## config.mk

```make
export PLATFORM = sky130hd
export DESIGN_NAME = round_sequencer_flat
export DESIGN_NICKNAME = d
export VERILOG_FILES = /design/src/rtl/symcounter_pkg.sv /design/src/rtl/round_sequencer_if.sv /design/src/rtl/seg_digit_enc.sv /design/src/rtl/round_sequencer.sv /design/src/flat_wrapper.sv
export SDC_FILE = /design/constraint.sdc
export NUM_CORES = 1
export LEC_CHECK = 0
export ABC_AREA = 1
export CAP_MARGIN = 0
export CORE_MARGIN = 4
export CORE_UTILIZATION = 47
export CTS_BUF_LIST = sky130_fd_sc_hd__clkbuf_4
export CTS_CLUSTER_SIZE = 10
export DETAILED_ROUTE_END_ITERATION = 12
export HOLD_SLACK_MARGIN = 0.08
export PLACE_DENSITY = 0.86
export SLEW_MARGIN = 10
export SYNTH_ARGS = -nofsm -noshare
export SYNTH_HDL_FRONTEND = slang
export SYNTH_SLANG_ARGS = --single-unit
```

## constraint.sdc

```tcl
create_clock -name Clk100M -period 1.3 [get_ports Clk100M]
set_input_delay 0.26 -clock Clk100M [delete_from_list [all_inputs] [get_ports Clk100M]]
set_output_delay 0.26 -clock Clk100M [all_outputs]
set_load 0.02 [all_outputs]
```

## src/rtl/symcounter_pkg.sv

```systemverilog
// Shared types and 7-segment helpers for the round sequencer.
// Segment codes are active-low {dp,g,f,e,d,c,b,a}. The DP bit is held off.
package symcounter_pkg;

    typedef enum logic [2:0] {
        IDLE  = 3'd0,
        SHOW  = 3'd1,
        ASK   = 3'd2,
        WAIT  = 3'd3,
        JUDGE = 3'd4,
        NEXT  = 3'd5,
        DONE  = 3'd6
    } round_state_t;

    localparam logic [7:0] SEG_0     = 8'hC0;
    localparam logic [7:0] SEG_1     = 8'hF9;
    localparam logic [7:0] SEG_2     = 8'hA4;
    localparam logic [7:0] SEG_3     = 8'hB0;
    localparam logic [7:0] SEG_4     = 8'h99;
    localparam logic [7:0] SEG_5     = 8'h92;
    localparam logic [7:0] SEG_6     = 8'h82;
    localparam logic [7:0] SEG_7     = 8'hD8;
    localparam logic [7:0] SEG_8     = 8'h80;
    localparam logic [7:0] SEG_9     = 8'h90;
    localparam logic [7:0] SEG_BLANK = 8'hFF;

    // Any value outside 0..9 renders as a blank digit.
    function automatic logic [7:0] int_to_seg(input int v);
        logic [7:0] seg;
        case (v)
            0:       seg = SEG_0;
            1:       seg = SEG_1;
            2:       seg = SEG_2;
            3:       seg = SEG_3;
            4:       seg = SEG_4;
            5:       seg = SEG_5;
            6:       seg = SEG_6;
            7:       seg = SEG_7;
            8:       seg = SEG_8;
            9:       seg = SEG_9;
            default: seg = SEG_BLANK;
        endcase
        return seg;
    endfunction

endpackage

```

## src/rtl/round_sequencer_if.sv

```systemverilog
// Handshake bundle between the round sequencer and its environment.
// The scoreSeg0/1 displays exist only when ROUND_SEQ_SEG_EN is defined.
interface round_sequencer_if;

    logic       tick1Hz;
    logic       startBtn;
    logic [7:0] symbolCount;
    logic [7:0] userCount;
    logic       postSig;
    logic       answerSig;
    logic       genEnable;
    logic       clearCount;
    logic       busy;
    logic [3:0] roundNum;
    logic [7:0] score;
    logic       resultValid;
    logic       correct;
`ifdef ROUND_SEQ_SEG_EN
    logic [7:0] scoreSeg0;
    logic [7:0] scoreSeg1;
`endif

    modport master (
`ifdef ROUND_SEQ_SEG_EN
        input  scoreSeg0, scoreSeg1,
`endif
        output tick1Hz, startBtn, symbolCount, userCount, postSig,
        input  answerSig, genEnable, clearCount, busy, roundNum, score,
               resultValid, correct
    );

    modport slave (
`ifdef ROUND_SEQ_SEG_EN
        output scoreSeg0, scoreSeg1,
`endif
        input  tick1Hz, startBtn, symbolCount, userCount, postSig,
        output answerSig, genEnable, clearCount, busy, roundNum, score,
               resultValid, correct
    );

endinterface

```

## src/rtl/seg_digit_enc.sv

```systemverilog
// Registered encoder from a single digit to an active-low 7-segment code.
// Codes 10..15 show a blank digit. The sequencer drives 4'hF to blank a digit.
module seg_digit_enc
    import symcounter_pkg::*;
(
    input  logic       Clk100M,
    input  logic       RstN,
    input  logic [3:0] digit,
    output logic [7:0] seg
);

    always_ff @(posedge Clk100M or negedge RstN) begin
        if (!RstN) begin
            seg <= SEG_BLANK;
        end else begin
            seg <= int_to_seg(int'(digit));
        end
    end

endmodule

```

## src/rtl/round_sequencer.sv

```systemverilog
// Game-round sequencer: show symbols, open the answer period, judge, repeat.
// Define ROUND_SEQ_SEG_EN to add the registered 7-segment score outputs.
module round_sequencer
    import symcounter_pkg::*;
#(
    parameter int SHOW_SECONDS = 10,
    parameter int ROUNDS       = 5,
    parameter int WAIT_TIMEOUT = 8
) (
    input  logic              Clk100M,
    input  logic              RstN,
    round_sequencer_if.slave  bus
);

    localparam logic [5:0] SHOW_LAST = 6'(SHOW_SECONDS - 1);
    localparam logic [5:0] WAIT_LAST = 6'(WAIT_TIMEOUT - 1);
    localparam logic [3:0] LAST_RND  = 4'(ROUNDS);

    round_state_t state;
    logic [5:0]   tickCnt;
    logic         answerQ;
    logic         genQ;
    logic         clearQ;
    logic         busyQ;
    logic [3:0]   roundQ;
    logic [7:0]   scoreQ;
    logic         validQ;
    logic         correctQ;
    logic         countsEq;

    function automatic logic [7:0] score_add(input logic [7:0] s, input logic inc);
        if (inc && (s != 8'hFF)) begin
            return s + 8'd1;
        end
        return s;
    endfunction

    assign countsEq = (bus.userCount == bus.symbolCount);

    always_ff @(posedge Clk100M or negedge RstN) begin
        if (!RstN) begin
            state    <= IDLE;
            tickCnt  <= '0;
            answerQ  <= 1'b0;
            genQ     <= 1'b0;
            clearQ   <= 1'b0;
            busyQ    <= 1'b0;
            roundQ   <= '0;
            scoreQ   <= '0;
            validQ   <= 1'b0;
            correctQ <= 1'b0;
        end else begin
            answerQ <= 1'b0;
            clearQ  <= 1'b0;
            validQ  <= 1'b0;
            case (state)
                IDLE, DONE: begin
                    if (bus.startBtn) begin
                        state   <= SHOW;
                        scoreQ  <= '0;
                        roundQ  <= 4'd1;
                        clearQ  <= 1'b1;
                        genQ    <= 1'b1;
                        busyQ   <= 1'b1;
                        tickCnt <= '0;
                    end
                end
                SHOW: begin
                    if (bus.tick1Hz) begin
                        if (tickCnt == SHOW_LAST) begin
                            tickCnt <= '0;
                            state   <= ASK;
                            answerQ <= 1'b1;
                            genQ    <= 1'b0;
                        end else begin
                            tickCnt <= tickCnt + 6'd1;
                        end
                    end
                end
                ASK: begin
                    tickCnt <= '0;
                    state   <= WAIT;
                end
                // The verdict is registered on the leaving edge so that it is
                // visible in the cycle after postSig. JUDGE then only spaces
                // out the round.
                WAIT: begin
                    if (bus.postSig) begin
                        correctQ <= countsEq;
                        scoreQ   <= score_add(scoreQ, countsEq);
                        validQ   <= 1'b1;
                        tickCnt  <= '0;
                        state    <= JUDGE;
                    end else if (bus.tick1Hz) begin
                        if (tickCnt == WAIT_LAST) begin
                            correctQ <= 1'b0;
                            validQ   <= 1'b1;
                            tickCnt  <= '0;
                            state    <= JUDGE;
                        end else begin
                            tickCnt <= tickCnt + 6'd1;
                        end
                    end
                end
                JUDGE: begin
                    state <= NEXT;
                end
                NEXT: begin
                    if (roundQ < LAST_RND) begin
                        roundQ <= roundQ + 4'd1;
                        clearQ <= 1'b1;
                        genQ   <= 1'b1;
                        state  <= SHOW;
                    end else begin
                        busyQ <= 1'b0;
                        state <= DONE;
                    end
                end
                default: begin
                    state <= IDLE;
                end
            endcase
        end
    end

    assign bus.answerSig   = answerQ;
    assign bus.genEnable   = genQ;
    assign bus.clearCount  = clearQ;
    assign bus.busy        = busyQ;
    assign bus.roundNum    = roundQ;
    assign bus.score       = scoreQ;
    assign bus.resultValid = validQ;
    assign bus.correct     = correctQ;

`ifdef ROUND_SEQ_SEG_EN
    logic [7:0] tens;
    logic [7:0] ones;
    logic [3:0] tensDigit;
    logic [3:0] onesDigit;

    // Tens above 9 (score 100..255) cannot be shown on one digit, so that digit is blanked.
    always_comb begin
        tens      = scoreQ / 8'd10;
        ones      = scoreQ % 8'd10;
        tensDigit = 4'hF;
        onesDigit = 4'hF;
        if (state != IDLE) begin
            tensDigit = (tens > 8'd9) ? 4'hF : tens[3:0];
            onesDigit = ones[3:0];
        end
    end

    seg_digit_enc u_seg0 (
        .Clk100M (Clk100M),
        .RstN    (RstN),
        .digit   (tensDigit),
        .seg     (bus.scoreSeg0)
    );

    seg_digit_enc u_seg1 (
        .Clk100M (Clk100M),
        .RstN    (RstN),
        .digit   (onesDigit),
        .seg     (bus.scoreSeg1)
    );
`endif

endmodule

```

## src/flat_wrapper.sv

```systemverilog
// flat-port wrapper written by rule: the top's interface ports become plain ports
module round_sequencer_flat import symcounter_pkg::*;
#(
    parameter int SHOW_SECONDS = 10,
    parameter int ROUNDS       = 5,
    parameter int WAIT_TIMEOUT = 8
)
  (Clk100M, RstN, bus_tick1Hz, bus_startBtn, bus_symbolCount, bus_userCount, bus_postSig, bus_answerSig, bus_genEnable, bus_clearCount, bus_busy, bus_roundNum, bus_score, bus_resultValid, bus_correct);
  round_sequencer_if bus_i ();
  input  logic Clk100M;
  input  logic RstN;
  input wire logic [$bits(bus_i.tick1Hz)-1:0] bus_tick1Hz;
  input wire logic [$bits(bus_i.startBtn)-1:0] bus_startBtn;
  input wire logic [$bits(bus_i.symbolCount)-1:0] bus_symbolCount;
  input wire logic [$bits(bus_i.userCount)-1:0] bus_userCount;
  input wire logic [$bits(bus_i.postSig)-1:0] bus_postSig;
  output wire logic [$bits(bus_i.answerSig)-1:0] bus_answerSig;
  output wire logic [$bits(bus_i.genEnable)-1:0] bus_genEnable;
  output wire logic [$bits(bus_i.clearCount)-1:0] bus_clearCount;
  output wire logic [$bits(bus_i.busy)-1:0] bus_busy;
  output wire logic [$bits(bus_i.roundNum)-1:0] bus_roundNum;
  output wire logic [$bits(bus_i.score)-1:0] bus_score;
  output wire logic [$bits(bus_i.resultValid)-1:0] bus_resultValid;
  output wire logic [$bits(bus_i.correct)-1:0] bus_correct;
  assign bus_i.tick1Hz = bus_tick1Hz;
  assign bus_i.startBtn = bus_startBtn;
  assign bus_i.symbolCount = bus_symbolCount;
  assign bus_i.userCount = bus_userCount;
  assign bus_i.postSig = bus_postSig;
  assign bus_answerSig = bus_i.answerSig;
  assign bus_genEnable = bus_i.genEnable;
  assign bus_clearCount = bus_i.clearCount;
  assign bus_busy = bus_i.busy;
  assign bus_roundNum = bus_i.roundNum;
  assign bus_score = bus_i.score;
  assign bus_resultValid = bus_i.resultValid;
  assign bus_correct = bus_i.correct;
  round_sequencer #(.SHOW_SECONDS(SHOW_SECONDS), .ROUNDS(ROUNDS), .WAIT_TIMEOUT(WAIT_TIMEOUT)) u_core (.Clk100M(Clk100M), .RstN(RstN), .bus(bus_i));
endmodule
```

; ---- Word level (Yosys, flattened, before mapping)
; Index checks and enable logic that the tools add are counted.
; Widths: inputs -> output; s select.
[classes]
n_mux = 46
n_eq_ne = 19
magnitude_cmp = 1
add_sub_neg = 3
n_reduce_logical = 16
[op_table]
columns = op, n
row1 = $mux 6, 6
row2 = $mux 8, 4
row3 = $pmux 6 s4, 1
row4 = $mux 3, 7
row5 = $mux 1, 20
row6 = $pmux 3 s6, 1
row7 = $pmux 8 s2, 1
row8 = $reduce_and 5->1, 2
row9 = $eq 3x3->1 const B, 3
row10 = $reduce_and 3->1, 3
row11 = $add 8x1->8 const B, 1
row12 = $eq 8x8->1, 1
row13 = $mux 4, 2
row14 = $ne 2x2->1 const B, 4
row15 = $ne 8x8->1 const B, 1
row16 = $pmux 4 s2, 1
row17 = $reduce_and 4->1, 2
row18 = $reduce_bool 2->1, 4
row19 = $add 6x1->6 const B, 1
row20 = $eq 3x2->1 const B, 2
row21 = $eq 6x3->1 const B, 1
row22 = $eq 6x4->1 const B, 1
row23 = $ne 2x1->1 const B, 3
row24 = $add 4x1->4 const B, 1
row25 = other kinds (11), 12
[totals]
reg_bits = 27
output_inout_bits = 18
word_cells = 95
inputBits = 21

; ---- Depth between registers and ports, before layout
[logic_depth]
word_depth = 8
mapped_depth = 11
mapped_depth_nobuf = 11

; ---- Worst setup path after synthesis
; Ideal clock, no wire load.
[synth_path]
kind = register to register
startpoint = register u_core.scoreQ[0], in the netlist u_core.bus.score[0]
endpoint = register u_core.scoreQ[5], in the netlist u_core.bus.score[5]
synth_period_minus_slack_ps = 1518
n_path_buf = 0
slack_ps = -218
required_ps = 1234
stages_incl_launch_ff = 10
arrival_time_ps = 1453
setup_time_ps = 66
cell_sequence = dfrtp_1 > ha_1 > nand3_1 > nor2_1 > nand4_1 > nand3_2 > nand2_4 > nand2_4 > nand2_1 > nand2_1
[synth_via]
elab_chain_len = 7
elab_cells_between_ends = 12
classes_between = add/sub (1) / eq/ne (2) / mux (7) / reduce/logical (2)
[synth_rtl]
columns = element, line_no
row1 = from (decl), round_sequencer.sv:26  ; logic [7:0] scoreQ;
row2 = from (signal assigned), round_sequencer.sv:90  ; scoreQ <= score_add(scoreQ, countsEq);
row3 = branches (longest 7 deep; another with $add 8x1->8), --
; Several ways; the timed one is not identified. The select of a mux whose other input is x is not followed.
; A chain may end at the register's enable or synchronous reset.

; ---- Final worst setup path
[layout_path]
startpoint = register u_core.tickCnt[1]
endpoint = register u_core.state[0]
[layout_via]
elab_chain_len = 3
elab_cells_between_ends = 5
classes_between = eq/ne (4) / reduce/logical (1)
[layout_rtl]
columns = element, line_no
row1 = from (decl), round_sequencer.sv:20  ; logic [5:0] tickCnt;
row2 = from (signal assigned), round_sequencer.sv:76  ; tickCnt <= tickCnt + 6'd1;
row3 = from (signal assigned), round_sequencer.sv:101  ; tickCnt <= tickCnt + 6'd1;
row4 = $eq 6x3->1 or $eq 6x4->1 (tied branches), "round_sequencer.sv:95, round_sequencer.sv:70"
row5 = $ne 3x2->1 (no line) or $ne 2x1->1 (tied branches), --
row6 = $reduce_and 5->1 (no line) *, --
row7 = to (signal assigned), round_sequencer.sv:93  ; state <= JUDGE;
row8 = to (signal assigned), round_sequencer.sv:99  ; state <= JUDGE;
row9 = to (signal assigned), round_sequencer.sv:106  ; state <= NEXT;
row10 = to (decl), round_sequencer.sv:19  ; round_state_t state;
; Every way passes the cells marked *; elsewhere a longest branch is shown, timed or not.

==> reports/qor.txt <==
status: finished, violations left
failing checks: negative setup slack
clk buf depth: 2
Setup WS pre-CTS: -524 ps
worst clock skew: 4.96 ps
XOR/XNOR Fraction of Synth Area: 2.93%
CTS buffer count: 3
global-route wire length before repair: 8710 um
Tot GR Track Use: 21.3%
Async SR Flop Fraction: 100%
H-tree Lvls: 1
worst min-delay path class: primary input to async pin
Final Instance Count excl. Fillers: 391
syn avg cell area: 7.23 um^2
worst setup path class: flip-flop to flip-flop
Area after DPL: 2600 um^2
Clock power frac: 8.1%
Post-synth EDFFs: 0
RR Startpoint: u_core.tickCnt[1]$_DFFE_PN0P_
Sw Pwr: 2.32 mW
largest net degree at the start of global routing: 28
RSZ-0062 raised after global routing: yes
mux share of post-synthesis cell area: 0%
Mapped Nets: 274
nets@finish: 370
clk_lat worst skew: 330 ps
Leak: 1.40 nW
Reg-to-Reg End: u_core.state[0]$_DFFE_PN0P_
Yosys warnings: 0
Syn Inst Count: 248
total wire length: 5720 um
Reg2Reg Depth: 8
FF/Latch Area: 684 um^2
Worst-path clk slew: 150 ps
post-route minimum period: 1530 ps
sw frac: 46.5%
Synth Area in Adders: 3.49%
Tcrit/Tclk final: 118%
Root Driver: clkbuf_4
Setup crit end kind: flip-flop
Max-Cap Viols: 0
Die W: 69.8 um
vias per cell: 5.27
Worst Path Required: 1530 ps
sequential cell area fraction in the yosys report: 37.7%
ANT nets after route: 0
CTS Hold Bufs: 0
Commonest cells post-synth: 68 x nand2_1, 33 x nor2_1, 30 x inv_1, 27 x dfrtp_1, 24 x nand3_1
Site Rows: 22
fill count: 237
die height: 69.8 um
PwrDens: 1710 nW/um^2
DRT Pass-1 Iters: 4
Core Area: 3660 um^2
VDD IR-drop max: 1.34 mV
Multi-input gate area: 1230 um^2
ant diodes: 0
Die ar.: 4870 um^2
fmax: 653 MHz
total number of vias: 2059
synth top area cells: dfrtp_1 38%, nand2_1 14%, nor2_1 6.9%, nand3_1 6.7%, inv_1 6.3%
Netlist cell types: 32
Setup violations, final: 26
Yosys top cell area share: 37.7%
final instance area: 2910 um^2
WHS: 259 ps
Starting Density: 49.0%
dpl cells: 374
ys flop type: dfrtp_1
area leader, netlist: dfrtp_1
Port Buffers: 38
CTS sink count: 27
simple-gate share of the synthesized area: 38.7%
final hold viol count: 0
combinational power share: 67.4%
main combinational cell family by area after synthesis: simple AND/OR/NAND/NOR gates
synthesized cell area: 1790 um^2
IO Count: 39
Reg2Reg Setup Slack: -230 ps
fin. max-slew vios: 0
Sequential Power Share: 24.6%
Congestion Overflow GR: 0
DRC: 0
synthesis-to-layout area growth: 62.3%
gp weighted congestion: 0.855
Int Pwr: 2.67 mW
Yosys reg bits: 27
WL/cell: 14.6 um
layout cell share with drive strength beyond 1: 44.0%
initial antenna violation count: 0
CTS tree: built
fin util: 79.5%
Worst Setup SP: u_core.tickCnt[1]$_DFFE_PN0P_
cell with the most instances after synthesis: nand2_1
Detailed Route Iter0 Violations: 102
Relative slew margins: 81.4%
vias in the first global route: 1982
Critical Path Fanout Max: 5
final worst slack: -232 ps
Power, Total: 4.99 mW
CP startpoint kind: flip-flop
CP arrival: 1760 ps
complex-gate fraction of the synthesized area: 9.14%
total negative slack: -4370 ps
HPWL Detailed: 3500 um
worst-margin pin slew: 277 ps
## state kept, by name, summed over array words and instances (netlist names), 3 cells and up
| register | flops |
|---|---|
| u_core.bus.score | 8 |
| u_core.tickCnt | 6 |
| u_core.bus.roundNum | 4 |
| u_core.state | 3 |
## logic make-up (layout without fill, tap and decap cells)
logic type,count (synthesis),in the layout
AO/OA/AOI/OAI,27,27
AND/OR/NAND/NOR,148,149
buffers and inverters,35,129
XOR/XNOR,6,6
flip-flops,27,27
adder cells (fa/ha/maj),5,5
## per-layer routing
layer  share of wire [%]  vias to the layer above  GRT usage [%]
li1                    -                      976              -
met1                  38                      950           25.1
met2                  52                      108           38.1
met3                 7.1                       25           5.22
met4                 3.4                        0           6.17
met5                   0                        -              0
## power groups by stage
| stage | clock, mW | sequential [mW] | combinational, mW |
|---|---|---|---|
| after floorplan | 0 | 1.31 | 1.38 |
| after global placement | 0 | 1.21 | 2.45 |
| after detailed placement | 0 | 1.21 | 2.54 |
| after CTS | 0.403 | 1.20 | 2.82 |
| after global routing | 0.444 | 1.26 | 3.62 |
| final | 0.403 | 1.23 | 3.36 |
## layout by cell type, fill, tap and decap left out, types with 5 or more instances in the layout
cell type / Yosys / final
a21oi_1: 8 / 7
buf_2: 0 / 6
buf_4: 1 / 44
buf_6: 1 / 9
clkbuf_2: 0 / 8
clkdlybuf4s50_1: 0 / 19
dfrtp_1: 27 / 20
dfrtp_2: 0 / 7
inv_1: 30 / 25
nand2_1: 68 / 57
nand2_2: 2 / 11
nand2_4: 2 / 5
nand3_1: 24 / 12
nand3_2: 1 / 12
nor2_1: 33 / 25
nor2_4: 2 / 10
o21ai_1: 6 / 9
## timing repair
item | CTS | global route
pin swaps | 24 | 21
gates cloned | 1 | 0
hold endpoints to repair | 0 | 0
setup endpoints to repair | 43 | 39
buffers inserted | 5 | 7
resized for setup | 77 | 55
## worst max-delay path by stage
| stage | endpoint | slack, ps | cells after the start |
|---|---|---|---|
| final | u_core.state[0]$_DFFE_PN0P_ | -230 | 8 |
| after global routing | u_core.bus.roundNum[2]$_DFFE_PN0P_ | -390 | 9 |
| after CTS | u_core.state[2]$_DFFE_PN0P_ | -180 | 8 |
| after detailed placement | u_core.bus.score[2]$_DFFE_PN0P_ | -520 | 12 |
| after global placement | u_core.bus.score[1]$_DFFE_PN0P_ | -480 | 12 |
| after floorplan | u_core.bus.score[5]$_DFFE_PN0P_ | -70 | 9 |
## critical path: stages (launching register included)
cell	delay, ps
dfrtp_1	430
buf_6	130
inv_4	50
ha_4	110
nand4_1	170
nand2_2	140
o21ai_4	90
nor3b_2	200
o21ai_1	100
## area by class of cell
cell class	instances	area share (%)
timing repair buffer	92	26.4
clock buffer	4	1.03
multi-input combinational	187	42.2
sequential	27	23.5
inverter	33	4.77
tap	48	2.06
(Power assumes the default switching activity.)
